`config.mk`:
```
export PLATFORM = sky130hd
export DESIGN_NAME = start_ack_ctrl
export DESIGN_NICKNAME = d
export VERILOG_FILES = /design/src/rtl/start_ack_ctrl_pkg.sv /design/src/rtl/run_watchdog.sv /design/src/rtl/start_ack_ctrl.sv
export SDC_FILE = /design/constraint.sdc
export NUM_CORES = 1
export LEC_CHECK = 0
export BUFFER_PORTS_ARGS = -buffer_cell sky130_fd_sc_hd__buf_2
export CAP_MARGIN = 20
export CORE_ASPECT_RATIO = 1.5
export CORE_MARGIN = 2
export CORE_UTILIZATION = 50
export CTS_BUF_LIST = sky130_fd_sc_hd__clkbuf_8
export CTS_CLUSTER_DIAMETER = 30
export DETAILED_ROUTE_END_ITERATION = 16
export GPL_TIMING_DRIVEN = 0
export PLACE_DENSITY_LB_ADDON = 0.08
export SYNTH_ARGS = -nofsm -noshare
export SYNTH_HDL_FRONTEND = slang
export SYNTH_SLANG_ARGS = --single-unit
```
`constraint.sdc`:
```
create_clock -name Clk -period 2.2 [get_ports Clk]
set_clock_uncertainty 0.1 [all_clocks]
set_input_delay 0.44 -clock Clk [delete_from_list [all_inputs] [get_ports Clk]]
set_output_delay 0.44 -clock Clk [all_outputs]
set_load 0.02 [all_outputs]
```
`src/rtl/start_ack_ctrl_pkg.sv`:
```
// Shared types and default sizing for the Start/Ack run handshake responder.
package start_ack_ctrl_pkg;

    typedef enum logic [2:0] {
        IDLE = 3'd0,
        LOAD = 3'd1,
        INIT = 3'd2,
        RUN  = 3'd3,
        DONE = 3'd4
    } run_state_t;

    localparam int CYCLE_W_DEFAULT = 16;
    localparam int TIMEOUT_DEFAULT = 5000;

endpackage

```
`src/rtl/run_watchdog.sv`:
```
// Saturating run-cycle counter with a registered look-ahead compare that
// flags when the next counted cycle will reach the watchdog limit.
module run_watchdog
    import start_ack_ctrl_pkg::*;
#(
    parameter int CYCLE_W = CYCLE_W_DEFAULT,
    parameter int TIMEOUT = TIMEOUT_DEFAULT
) (
    input  logic               i_clk,
    input  logic               i_rst_n,
    input  logic               i_clear,
    input  logic               i_count,
    output logic [CYCLE_W-1:0] o_count,
    output logic               o_expire
);

    localparam logic [CYCLE_W-1:0] LAST_BEFORE_EXPIRE = CYCLE_W'(TIMEOUT - 1);
    localparam logic [CYCLE_W-1:0] ONE                = CYCLE_W'(1);

    logic [CYCLE_W-1:0] r_count;
    logic [CYCLE_W-1:0] w_countNext;
    logic               r_expire;

    always_comb begin
        w_countNext = r_count;
        if (i_clear) begin
            w_countNext = '0;
        end else if (i_count && (r_count != '1)) begin
            w_countNext = r_count + ONE;
        end
    end

    // Expire is high while the count sits one below the limit, so the FSM sees
    // it on exactly the edge whose increment lands on TIMEOUT.
    always_ff @(posedge i_clk or negedge i_rst_n) begin
        if (!i_rst_n) begin
            r_count  <= '0;
            r_expire <= 1'b0;
        end else begin
            r_count  <= w_countNext;
            r_expire <= (w_countNext == LAST_BEFORE_EXPIRE);
        end
    end

    assign o_count  = r_count;
    assign o_expire = r_expire;

endmodule

```
`src/rtl/start_ack_ctrl.sv`:
```
// Responder side of the Start/Ack run handshake: load window, core init/run
// sequencing, and a sticky done flag raised on halt or watchdog expiry.
module start_ack_ctrl
    import start_ack_ctrl_pkg::*;
#(
    parameter int CYCLE_W = CYCLE_W_DEFAULT,
    parameter int TIMEOUT = TIMEOUT_DEFAULT
) (
    input  logic               Clk,
    input  logic               Reset,
    input  logic               Start,
    input  logic               Halt,
    output logic               MemLoadEn,
    output logic               CoreInit,
    output logic               CoreRun,
    output logic               Ack,
    output logic               Timeout,
    output logic [CYCLE_W-1:0] CycleCount
);

    run_state_t r_state;
    run_state_t w_stateNext;
    logic       w_timeoutNext;
    logic       w_expire;
    logic       w_countClear;
    logic       w_countEn;

    logic r_memLoadEn;
    logic r_coreInit;
    logic r_coreRun;
    logic r_ack;
    logic r_timeout;

    // Abort beats halt, halt beats the watchdog.
    always_comb begin
        w_stateNext   = r_state;
        w_timeoutNext = 1'b0;
        case (r_state)
            IDLE: begin
                if (Start) w_stateNext = LOAD;
            end
            LOAD: begin
                if (!Start) w_stateNext = INIT;
            end
            INIT: begin
                w_stateNext = RUN;
            end
            RUN: begin
                if (Start) begin
                    w_stateNext = LOAD;
                end else if (Halt) begin
                    w_stateNext = DONE;
                end else if (w_expire) begin
                    w_stateNext   = DONE;
                    w_timeoutNext = 1'b1;
                end
            end
            DONE: begin
                if (Start) begin
                    w_stateNext = LOAD;
                end else begin
                    w_timeoutNext = r_timeout;
                end
            end
            default: begin
                w_stateNext = IDLE;
            end
        endcase
    end

    assign w_countClear = (w_stateNext == INIT);
    assign w_countEn    = (r_state == RUN);

    // Outputs are registered from the next state so they line up with it.
    always_ff @(posedge Clk or negedge Reset) begin
        if (!Reset) begin
            r_state     <= IDLE;
            r_memLoadEn <= 1'b0;
            r_coreInit  <= 1'b0;
            r_coreRun   <= 1'b0;
            r_ack       <= 1'b0;
            r_timeout   <= 1'b0;
        end else begin
            r_state     <= w_stateNext;
            r_memLoadEn <= (w_stateNext == LOAD);
            r_coreInit  <= (w_stateNext == INIT);
            r_coreRun   <= (w_stateNext == RUN);
            r_ack       <= (w_stateNext == DONE);
            r_timeout   <= w_timeoutNext;
        end
    end

    run_watchdog #(
        .CYCLE_W (CYCLE_W),
        .TIMEOUT (TIMEOUT)
    ) u_run_watchdog (
        .i_clk    (Clk),
        .i_rst_n  (Reset),
        .i_clear  (w_countClear),
        .i_count  (w_countEn),
        .o_count  (CycleCount),
        .o_expire (w_expire)
    );

    assign MemLoadEn = r_memLoadEn;
    assign CoreInit  = r_coreInit;
    assign CoreRun   = r_coreRun;
    assign Ack       = r_ack;
    assign Timeout   = r_timeout;

endmodule

```
==> run metrics <==
Area Overhead vs Synth=21.25%; synthesis-stage register bit count=25; final period utilization=98.11%; clock buffer depth=2; number of vias per cell=5.756; post-synth net total=141; routed via count=1,180; post-route ant nets=0; CP max stage delay=390 ps; clk_lat worst skew=270 ps; CORE AREA=0.002619 mm^2; setup ws final=41.54 ps; Setup WS pre-CTS=-184.6 ps; worst min path class=in2async; Post-Synthesis Cells=136; first-pass GRT wire length=5319 um; drt wl/cell=15.38 um; FFs w/ async S/R, synth=100.0%; Final setup viols=0; critical path data required time=2300 ps; I/O Pins=25; post-route insts no fill=205; total gr overflow=0; vias in the first global route=1,222; post-route design area=0.001649 mm^2; total track usage=23.47%; Reg clk slew, reported paths=90 ps; Detail Placement HPWL=2284 um; Crit path buffers/inverters=1; r2r startpoint=r_state[2]$_DFF_PN0_; commonest non-fill, non-tap cell in the layout=buf_2; Max-cap violations=0; adder-cell share of the synthesized area=0.9200%; Post-synth EDFFs=0; Max-slew headroom=63.18%; CTS buffer count=3; Synth Flop Type=dfrtp_1; share of cells above drive strength 1=32.14%; crit path launch=r_state[2]$_DFF_PN0_; commonest non-fill, non-tap cells in the layout=buf_2 (24), dfrtp_1 (22), nor2_1 (15); Worst-Margin Slew=552.3 ps; Peak VDD IR=0.0005959 V; htree depth=1; placed insts=197; RSZ-0062 raised after global routing=yes; CTS tree=yes; Achievable Freq=463.3 MHz; top cells by area, synth=dfrtp_1 (46%), nor2_1 (4.1%), nand3_1 (3.3%), and4_1 (3.2%), xnor2_1 (3.2%); Detailed Route Iter0 Violations=28; initial antenna violation count=0; Crit Path Class=reg2reg; compound-gate portion of the synthesized area=12.60%; post-synth cell types=46; CP Launch Type=flop; critical-path cell list=buf_6, and3b_2, and3_4, and3b_1, mux2_4, nor4_4, and4b_1; largest net degree at the start of global routing=26; Die Width=46.59 um; Data arrival, critical path=2260 ps; R2R setup slack=40 ps; Cell Area, Synth=0.001360 mm^2; delay-heaviest family, CP=simple AND/OR/NAND/NOR gates; Ys Warns=0; Cell Area, Placed=0.001526 mm^2; outcome=completed; synthesized area per cell=10.00 um^2; Synth Area in XOR/XNOR=4.508%; P_leak=0.7929 nW; sequential area share after synthesis=46.00%; DRC Markers=0; Die Ht=67.88 um; CTS Sinks=25; post-synth top area share=46.00%; Antenna Cells=0; Initial Util=51.93%; Die Area=0.003162 mm^2; Max Slew Vio Count=0; area leader, netlist=dfrtp_1; CTS root buffer=clkbuf_8; Final Hold Vio Count=0; largest family of logic cells by synthesized area=simple AND/OR/NAND/NOR gates; Synth Area in Simple Gates=31.09%; Pwr per Cell Area=791.7 mW/mm^2; Total Wirelength=3152 um; IO buf count=24; Layout Nets=174; Slowest-stage cell, CP=dfrtp_1; TritonRoute pass-1 iters=4; CP endpoint kind=flop; Site Rows=23; Max FO, Critical Path=7; Final min period=2158 ps; GPL Wtd Cong=0.8992; mux share of post-synthesis cell area=1.564%
## stage by stage
stage / TNS (ps) / hold slack, ps / utilization, % / power (W)
floorplan: 0 / 44.41 / - / 0.0008760
detailed placement: -184.6 / 366.0 / 58.29 / 0.001000
global placement: -174.9 / 350.8 / 58.29 / 0.0009925
finish: 0 / 48.63 / 62.97 / 0.001306
CTS: 0 / 75.21 / 61.25 / 0.001298
global route: -53.47 / 101.1 / 62.97 / 0.001388
## final timing paths
kind	endpoint	depth (start not counted)
setup / recovery	u_run_watchdog.o_expire$_DFF_PN0_	7
hold / removal	u_run_watchdog.o_count[12]$_DFF_PN0_	1
setup reg to reg	u_run_watchdog.o_expire$_DFF_PN0_	7
hold reg to reg	Timeout$_DFFE_PN0P_	2
max in group asynchronous	u_run_watchdog.o_count[0]$_DFF_PN0_	1
min in group Clk	r_state[2]$_DFF_PN0_	2
## worst reg2reg max path: stages (launching register included)
cell and delay [ps]:
dfrtp_1 390, buf_6 130, and3b_2 240, and3_4 200
and3b_1 190, mux2_4 320, nor4_4 290, and4b_1 240
## layer usage
metal	vias to the layer above	global-route usage, %	wire (um)
met5	-	0	0
met2	33	42.88	1743
met3	6	3.694	113
li1	560	-	-
met4	0	10.71	61
met1	581	25.25	1233
## layout make-up
type                    instances  area (um^2)
multi-input cells             104        729.5
inverters                       2        7.507
clock buffers                   3        41.29
plain buffers                   4        33.78
clock inverters                 1        3.754
fillers                       225        969.7
repair buffers                 29        157.7
flip-flops and latches         25        629.4
well taps                      37        46.29
## synthesized netlist by cell type (all sizes together), types with 3 or more instances
cell	number
nand3	9
nor2	15
a21oi	6
nor3b	5
nand2	7
buf	3
dfrtp	25
and3	8
o21ai	4
and2	4
and4	6
xnor2	5
## sequential cells by signal, indices dropped and copies added (netlist names)
name,flops
u_run_watchdog.o_count,16
r_state,3
Ack,1
CoreInit,1
CoreRun,1
MemLoadEn,1
Timeout,1
u_run_watchdog.o_expire,1
## kinds of logic after synthesis
| kind of cell | Yosys count |
|---|---|
| and+or+nand+nor | 70 |
| DFF | 25 |
| AOI/OAI and AO/OA | 24 |
| xor gates and xnor gates | 7 |
| buffers and inverters | 7 |
| muxes | 2 |
| adders and majority gates | 1 |
## what timing repair did
action / in CTS / in global routing
buffers inserted: 2 / 3
endpoints found under the setup margin: 1 / 1
hold buffers: 0 / 0
gates resized for setup: 7 / 7
pin swaps: 3 / 4
hold endpoints to repair: 0 / 0
## report_power, final
group / switching, W / leakage (nW) / internal (W)
Combinational: 0.000281 / 0.433 / 0.000179
Clock: 0.000143 / 0.0269 / 0.000125
Sequential: 0.0000518 / 0.333 / 0.000526
Total: 0.000476 / 0.793 / 0.000830
(Power assumes the default switching activity.)
